File: src/rtl/up_sampler.sv
// up_sampler -- integer-factor interpolating up-sampler.
//
// Turns a strobed, decimated sample stream into 2^LOG2_FACTOR output samples
// per input interval. A one-entry buffer (pend) decouples the input handshake
// from the output pacing, and a two-sample window (prev, curr) feeds the
// interpolator.
//
// Optional feature macro: UPSAMPLER_LINEAR_INTERP_EN
//   defined   : linear interpolation between prev and curr (floor rounding)
//   undefined : zero-order hold, every output of a window equals prev
//
// Ports:
//   clk        rising-edge clock
//   rst_n      asynchronous active-low reset
//   en         output-side enable; freezes the RUN window when low
//   data_in    signed input sample
//   valid_in   data_in valid this cycle
//   ready_out  buffer empty; a sample transfers on valid_in && ready_out
//   data_out   signed interpolated sample (registered)
//   valid_out  data_out is new this cycle (registered)
module up_sampler #(
  parameter int Width       = 10,
  parameter int LOG2_FACTOR = 1
) (
  input  logic                    clk,
  input  logic                    rst_n,
  input  logic                    en,
  input  logic signed [Width-1:0] data_in,
  input  logic                    valid_in,
  output logic                    ready_out,
  output logic signed [Width-1:0] data_out,
  output logic                    valid_out
);

  localparam int                     L    = 1 << LOG2_FACTOR;
  localparam logic [LOG2_FACTOR-1:0] LAST = LOG2_FACTOR'(L - 1);

  typedef enum logic [1:0] {EMPTY, PRIMED, RUN} state_t;

  state_t                  state;
  logic signed [Width-1:0] pend;
  logic signed [Width-1:0] prev;
  logic signed [Width-1:0] curr;
  logic                    pend_v;
  logic [LOG2_FACTOR-1:0]  phase;
  logic                    accept;
  logic                    consume;
  logic signed [Width-1:0] interp_val;

`ifdef UPSAMPLER_LINEAR_INTERP_EN
  // prev + floor((curr - prev) * k / L). The result always lies between prev
  // and curr, so the low Width bits are exact.
  function automatic logic signed [Width-1:0] interp(
    input logic signed [Width-1:0]       p,
    input logic signed [Width-1:0]       c,
    input logic        [LOG2_FACTOR-1:0] k
  );
    logic signed [Width:0]             diff;
    logic signed [Width+LOG2_FACTOR:0] prod;
    logic signed [Width+LOG2_FACTOR:0] sum;
    diff = {c[Width-1], c} - {p[Width-1], p};
    prod = $signed({{LOG2_FACTOR{diff[Width]}}, diff})
         * $signed({{(Width+1){1'b0}}, k});
    sum  = {{(LOG2_FACTOR+1){p[Width-1]}}, p} + (prod >>> LOG2_FACTOR);
    return sum[Width-1:0];
  endfunction

  assign interp_val = interp(prev, curr, phase);
`else
  assign interp_val = prev;
`endif

  // The buffer is the only source of back-pressure; taking ready straight
  // from the register keeps the handshake free of combinational paths.
  assign ready_out = !pend_v;
  assign accept    = valid_in && !pend_v;

  // pend is drained when a window (re)load or the first prime takes it.
  // accept and consume are mutually exclusive because each needs the
  // opposite pend_v value.
  assign consume = pend_v && ((state == EMPTY) || (state == PRIMED) ||
                              ((state == RUN) && en && (phase == LAST)));

  always_ff @(posedge clk or negedge rst_n) begin
    if (!rst_n) begin
      state     <= EMPTY;
      pend      <= '0;
      pend_v    <= 1'b0;
      prev      <= '0;
      curr      <= '0;
      phase     <= '0;
      data_out  <= '0;
      valid_out <= 1'b0;
    end else begin
      valid_out <= 1'b0;

      if (accept) begin
        pend   <= data_in;
        pend_v <= 1'b1;
      end else if (consume) begin
        pend_v <= 1'b0;
      end

      case (state)
        EMPTY: begin
          if (pend_v) begin
            curr  <= pend;
            state <= PRIMED;
          end
        end
        PRIMED: begin
          if (pend_v) begin
            prev  <= curr;
            curr  <= pend;
            phase <= '0;
            state <= RUN;
          end
        end
        RUN: begin
          if (en) begin
            data_out  <= interp_val;
            valid_out <= 1'b1;
            // Wraps to zero after the last phase of the window.
            phase     <= phase + LOG2_FACTOR'(1);
            if (phase == LAST) begin
              if (pend_v) begin
                prev <= curr;
                curr <= pend;
              end else begin
                state <= PRIMED;
              end
            end
          end
        end
        default: state <= EMPTY;
      endcase
    end
  end

endmodule

File: config.mk
export PLATFORM = sky130hd
export DESIGN_NAME = up_sampler
export DESIGN_NICKNAME = d
export VERILOG_FILES = /design/src/rtl/up_sampler.sv
export SDC_FILE = /design/constraint.sdc
export NUM_CORES = 1
export LEC_CHECK = 0
export ABC_AREA = 1
export BUFFER_PORTS_ARGS = -buffer_cell sky130_fd_sc_hd__buf_2
export CAP_MARGIN = 30
export CORE_ASPECT_RATIO = 1.1
export CORE_MARGIN = 4
export CORE_UTILIZATION = 55
export CTS_CLUSTER_SIZE = 14
export DETAILED_ROUTE_END_ITERATION = 6
export PLACE_DENSITY = 0.74
export SETUP_SLACK_MARGIN = 0.2
export SLEW_MARGIN = 20
export SYNTH_ARGS = -nofsm -noshare
export SYNTH_HDL_FRONTEND = slang
export SYNTH_SLANG_ARGS = --single-unit
File: constraint.sdc
create_clock -name clk -period 1.4 [get_ports clk]
set_clock_uncertainty 0.1 [all_clocks]
set_input_delay 0.35 -clock clk [delete_from_list [all_inputs] [get_ports clk]]
set_output_delay 0.35 -clock clk [all_outputs]
set_load 0.05 [all_outputs]
==> qor.txt, run 1 <==
Worst Hold Class - primary input to flip-flop
Crit path required time - 950 ps
I/O pins - 26
total number of nets in the final design - 287
total power divided by cell area - 2440 nW/µm²
vias in the first global route - 1762
H-tree depth - 2
Worst EP arrival - 1020 ps
max-capacitance violation count - 0
Synth Instances - 207
time the worst path needs with I/O delays and setup - 1470 ps
initial cell density of the core - 58.9%
final critical-path setup slack - -73.1 ps
worst-path cell chain - buf_6
critical path capture point type - primary output
uppermost signal routing layer after detailed routing - met4
Reg-to-Reg End - curr[9]$_DFFE_PN0P_
FF+latch count, synth - 45
Critical Path Sink - data_out[8]
sequential cell area fraction in the yosys report - 61.1%
Total Neg Setup Slack - -370 ps
count of endpoints failing setup in the final report - 16
footprint of the multi-input gates - 883 µm²
Period Utilization, post-route - 105%
area taken by flip-flops and latches - 1130 µm²
# clock sinks - 45
largest net degree at the start of global routing - 46
Residual DRC - 0
Remaining Overflow, GRT - 0
detailed placement HPWL - 2290 µm
final weighted congestion in routability-driven placement - 0.738
layout filler cell count - 123
Critical Setup Path Class - flip-flop to primary output
vias per inst - 6.36
mapped cell area - 1840 µm²
unrepaired setup endpoints after global routing - yes
total detailed-routing wirelength - 6460 µm
largest fanout on the critical path - 2
most common cell after layout, fill and taps aside - sky130_fd_sc_hd__nand2_1
result of the run - complete, but fails checks
cell depth of the worst flop-to-flop path - 5
worst hold-check slack - 92.8 ps
violations in the final reports - negative setup slack
final hold vios - 0
commonest cells after routing, fill and taps aside - 68 x sky130_fd_sc_hd__nand2_1, 44 x sky130_fd_sc_hd__dfrtp_1, 26 x sky130_fd_sc_hd__buf_6, 23 x sky130_fd_sc_hd__nand2_2, 21 x sky130_fd_sc_hd__buf_4
launch point of the critical path - data_out[8]$_DFFE_PN0P_
crit-path leading delay family - flip-flops
routed length on met2 - 3260 µm
Syn Area/Cell - 8.90 µm²
source of the worst hold timing path - data_in[4]
total global-route track usage - 25.4%
maximum achievable frequency - 679 MHz
total leakage power - 1.44 nW
final count of pins violating max slew - 0
detailed-route via count - 1959
number of warnings reported in the yosys synthesis log - 0
clock transition at the register clock pins on the worst setup and hold paths after CTS - 130 ps
worst ir drop on vdd - 2000 µV
Die Y - 68.7 µm
core area - 3130 µm²
1st-iter DRT viols - 185
root buffer selected by CTS - sky130_fd_sc_hd__clkbuf_4
cell count along the critical path - 1
number of placement rows - 21
TritonCTS clock tree - built
iteration count of the initial detailed-routing pass - 7
Ant. Diodes - 0
worst reg2reg startpoint - state[0]$_DFFE_PN0P_
delay of the slowest cell on the worst path - 460 ps
antenna violations before repair - 0
met3 layer wire length in the routed design - 665 µm
slew at the pin closest to its max-slew limit - 371 ps
Post-Synthesis Net Count - 221
Max transition margin - 75.3%
TritonCTS buffer count - 5
Register-to-Register Setup Slack - -40 ps
overall die width - 63.2 µm
average routed wire per standard cell - 21.0 µm
input/output buffers - 25
die outline area - 4340 µm²
fraction of layout instances using a drive strength above 1 - 43.4%
Area growth, synth to finish - 52.5%
insertion delay to the later sink of the worst-skew pair - 380 ps
critical-path cell with the highest stage delay - sky130_fd_sc_hd__dfrtp_1
critical path startpoint category - flip-flop
number of nets with antenna violations after routing - 0
Worst Path Buf+Inv - 1
met1 routed wirelength after detailed routing - 2290 µm
CTS Buffer Depth - 2
wire length of the first global-routing pass - 8270 µm
count of distinct cell types in the synthesized netlist - 13
-- layer usage --
metal  track usage (%)  up-vias
met1              26.2      946
met2              49.3      167
li1                  -      821
met5                 0        -
met3              6.32       25
met4              11.9        0
-- Yosys cell counts --
library cell,n,share of area [%]
sky130_fd_sc_hd__nor2_1,2,0.41
sky130_fd_sc_hd__inv_1,5,1.0
sky130_fd_sc_hd__a21oi_1,1,0.27
sky130_fd_sc_hd__buf_1,1,0.20
sky130_fd_sc_hd__buf_2,8,2.2
sky130_fd_sc_hd__nand4_1,20,6.8
sky130_fd_sc_hd__nand2_1,99,20
sky130_fd_sc_hd__nand3_1,17,4.6
sky130_fd_sc_hd__buf_4,1,0.41
sky130_fd_sc_hd__clkbuf_1,2,0.41
sky130_fd_sc_hd__nand3_2,3,1.6
sky130_fd_sc_hd__o21ai_0,3,0.81
sky130_fd_sc_hd__dfrtp_1,45,61
-- logic make-up (layout without fill, tap and decap cells) --
| group | Yosys count | in the layout | share of synthesized area, % |
|---|---|---|---|
| compound gates | 4 | 4 | 1.09 |
| buf+inv | 17 | 81 | 4.21 |
| flops | 45 | 45 | 61.1 |
| simple gates | 141 | 144 | 33.6 |
-- final cells by class --
class	instances	area share [%]
Tap cell	34	1.51
Inverter	5	0.757
Clock inverter	2	0.534
Sequential cell	45	40.1
Multi-Input combinational cell	148	31.4
Clock buffer	6	1.47
Timing Repair Buffer	68	24.2
-- sequential cells by signal, summed over array words and instances (netlist names) --
signal / cells
pend: 10
curr: 10
valid_out: 1
pend_v: 1
state: 2
data_out: 10
interp_val: 10
phase: 1
-- what timing repair did --
item,CTS,global route
hold endpoints to repair,45,0
resized for setup,73,38
pin swaps,41,31
setup buffers,21,8
hold buffers,1,0
endpoints found under the setup margin,44,56
gates cloned,6,3
-- power breakdown --
part,switching [W],total (W),internal (W)
Combinational,0.00225,0.00388,0.00163
Clock,0.000431,0.000627,0.000196
Sequential,0.000478,0.00235,0.00187
Total,0.00316,0.00686,0.00370
-- how the worst min path moves through the flow --
stage                                   end  depth (start not counted)
floorplan               curr[0]$_DFFE_PN0P_                          0
global placement        valid_out$_DFF_PN0_                          2
detailed placement  data_out[6]$_DFFE_PN0P_                          2
CTS                     pend[5]$_DFFE_PN0P_                          3
global route            pend[6]$_DFFE_PN0P_                          3
finish                  pend[4]$_DFFE_PN0P_                          3
-- per-stage QoR --
step / power, W / utilization [%] / instances / worst slack, ps / cell area, µm²
6_report: 0.00686 / 89.9 / 308 / -73.1 / 2810
5_1_grt: 0.00715 / 89.9 / 308 / -119 / 2810
4_1_cts: 0.00593 / 82.8 / 297 / -54.5 / 2590
3_5_place_dp: 0.00417 / 64.5 / 261 / -53.3 / 2020
3_3_place_gp: 0.00406 / 64.5 / 261 / 29.3 / 2020
2_1_floorplan: 0.00371 / - / 207 / 201 / 1850
Note: power is estimated with default switching activity, not from simulation.
==> inputs of run 2 (changes only) <==
--- a/config.mk
+++ b/config.mk
@@ -14,6 +14,7 @@
 export CTS_CLUSTER_SIZE = 14
 export DETAILED_ROUTE_END_ITERATION = 6
 export PLACE_DENSITY = 0.74
+export REMOVE_ABC_BUFFERS = 1
 export SETUP_SLACK_MARGIN = 0.2
 export SLEW_MARGIN = 20
 export SYNTH_ARGS = -nofsm -noshare
==> run 2 against run 1 <==
  * Via count shrank 2.8%
  * Count of clock-buffer cells in the layout grew 1
  * Final cell count shrank 1.9%
  * Die area is the same
  * Total power grew 2.1%
  * Critical endpoint is now phase$_DFFE_PN0P_
  * Maximum frequency shrank 2.8%
  * Clock power grew 35%
  * Global-route usage grew 0.53 points
  * The run still ends with negative setup slack left
==> qor.txt, run 2 (synthesis results as in run 1) <==
cell depth of the worst flop-to-flop path - 7
final critical-path setup slack - -116 ps
Area growth, synth to finish - 49.7%
insertion delay to the later sink of the worst-skew pair - 370 ps
TritonCTS clock tree - built
fraction of layout instances using a drive strength above 1 - 44.0%
critical path startpoint category - flip-flop
slew at the pin closest to its max-slew limit - 399 ps
time the worst path needs with I/O delays and setup - 1520 ps
detailed-route via count - 1905
crit-path leading delay family - simple AND/OR/NAND/NOR gates
worst-path cell chain - buf_6 > nor2_4 > buf_12 > nand2_8 > nand2_1 > nand3_1 > nand2_1
vias per inst - 6.31
switching power as a share of total power - 45.7%
total detailed-routing wirelength - 6380 µm
Reg-to-Reg End - phase$_DFFE_PN0P_
TritonCTS buffer count - 5
worst ir drop on vdd - 1750 µV
Die Y - 68.7 µm
Critical Setup Path Class - flip-flop to flip-flop
source of the worst hold timing path - data_in[7]
total number of nets in the final design - 281
max-capacitance violation count - 0
average routed wire per standard cell - 21.1 µm
Period Utilization, post-route - 108%
delay of the slowest cell on the worst path - 500 ps
H-tree depth - 2
total global-route track usage - 25.9%
Worst Hold Class - primary input to flip-flop
I/O pins - 26
share of power burned in combinational logic - 54.3%
root buffer selected by CTS - sky130_fd_sc_hd__clkbuf_4
instance count along the most critical hold path - 3
clock transition at the register clock pins on the worst setup and hold paths after CTS - 130 ps
largest net degree at the start of global routing - 34
Worst Path Buf+Inv - 2
Reg power frac - 33.6%
count of endpoints failing setup in the final report - 18
violations in the final reports - negative setup slack
unrepaired setup endpoints after global routing - yes
worst reg2reg startpoint - state[0]$_DFFE_PN0P_
final weighted congestion in routability-driven placement - 0.725
CTS Buffer Depth - 2
Register-to-Register Setup Slack - -120 ps
final cell count without fillers - 302
wire length of the first global-routing pass - 8420 µm
worst hold path endpoint - pend[7]$_DFFE_PN0P_
Residual DRC - 0
cell repeated most along the worst path - sky130_fd_sc_hd__nand2_1
Remaining Overflow, GRT - 0
final count of pins violating max slew - 0
critical-path cell with the highest stage delay - sky130_fd_sc_hd__dfrtp_2
total power divided by cell area - 2540 nW/µm²
Ant. Diodes - 0
number of placement rows - 21
Placed Cells incl. Taps - 262
input/output buffers - 25
# clock sinks - 45
detailed placement HPWL - 2330 µm
Internal - 0.00380 W
1st-iter DRT viols - 202
launch point of the critical path - state[0]$_DFFE_PN0P_
initial cell density of the core - 58.9%
commonest cells after routing, fill and taps aside - 68 x sky130_fd_sc_hd__nand2_1, 43 x sky130_fd_sc_hd__dfrtp_1, 25 x sky130_fd_sc_hd__buf_6, 22 x sky130_fd_sc_hd__nand2_2, 20 x sky130_fd_sc_hd__nand4_1
worst hold-check slack - 104 ps
most common cell after layout, fill and taps aside - sky130_fd_sc_hd__nand2_1
NetSw - 0.00320 W
largest fanout on the critical path - 6
iteration count of the initial detailed-routing pass - 5
die outline area - 4340 µm²
critical path capture point type - flip-flop
overall die width - 63.2 µm
final hold vios - 0
Max transition margin - 73.4%
vias in the first global route - 1824
number of nets with antenna violations after routing - 0
Worst EP arrival - 1720 ps
core area - 3130 µm²
maximum achievable frequency - 660 MHz
Crit path required time - 1610 ps
relative contribution of the clock network to total power - 12.1%
antenna violations before repair - 0
total leakage power - 1.41 nW
result of the run - complete, but fails checks
[run 2: routing by layer]
layer | GRT usage, % | wire length (µm)
met1 | 25.7 | 2070
met4 | 14.8 | 451
met2 | 51.4 | 3450
met3 | 5.02 | 403
met5 | 0 | 0
[run 2: how the worst max path moves through the flow]
stage | end | slack, ps | depth (start not counted)
after global routing | phase$_DFFE_PN0P_ | -230 | 5
after floorplan | pend[0]$_DFFE_PN0P_ | -490 | 4
after CTS | ready_out | -70 | 2
after detailed placement | phase$_DFFE_PN0P_ | -30 | 5
after global placement | phase$_DFFE_PN0P_ | 50 | 5
final | phase$_DFFE_PN0P_ | -120 | 7
[run 2: stage by stage]
stage	utilization (%)	worst slack [ps]	TNS (ps)	total power [W]	cell area (µm²)
after floorplan	-	-492	-9460	0.00356	1780
after global placement	64.7	45.4	0	0.00407	2020
after detailed placement	64.7	-30.4	-41.0	0.00416	2020
after CTS	81.4	-68.6	-68.6	0.00601	2550
after global routing	88.2	-227	-1670	0.00729	2760
final	88.2	-116	-498	0.00700	2760
[run 2: power groups by stage]
stage / registers, W / logic, W / clock network (W)
6_report: 0.00235 / 0.00380 / 0.000845
5_1_grt: 0.00240 / 0.00400 / 0.000896
2_1_floorplan: 0.00256 / 0.000999 / 0
3_5_place_dp: 0.00222 / 0.00194 / 0
3_3_place_gp: 0.00220 / 0.00188 / 0
4_1_cts: 0.00224 / 0.00293 / 0.000833
[run 2: worst min-delay path, delay by kind of cell]
kind	cells	cell delay [ps]
simple gates	2	120
buf+inv	1	70
[run 2: layout make-up]
cell class,instances,area (µm²)
Sequential cell,45,1130
Clock buffer,7,55.1
Fill cell,132,368
Clock inverter,1,30.0
Tap cell,34,42.5
Inverter,5,26.3
Multi-Input combinational cell,149,922
Timing Repair Buffer,61,554
[run 2: repair_timing]
action                                 CTS  global route
hold buffers                             1             0
endpoints found under the hold margin   12             0
pin swaps                               55            22
resized for setup                       75            42
buffers inserted                        19             5
setup endpoints to repair               55            57
cloned                                   6             1
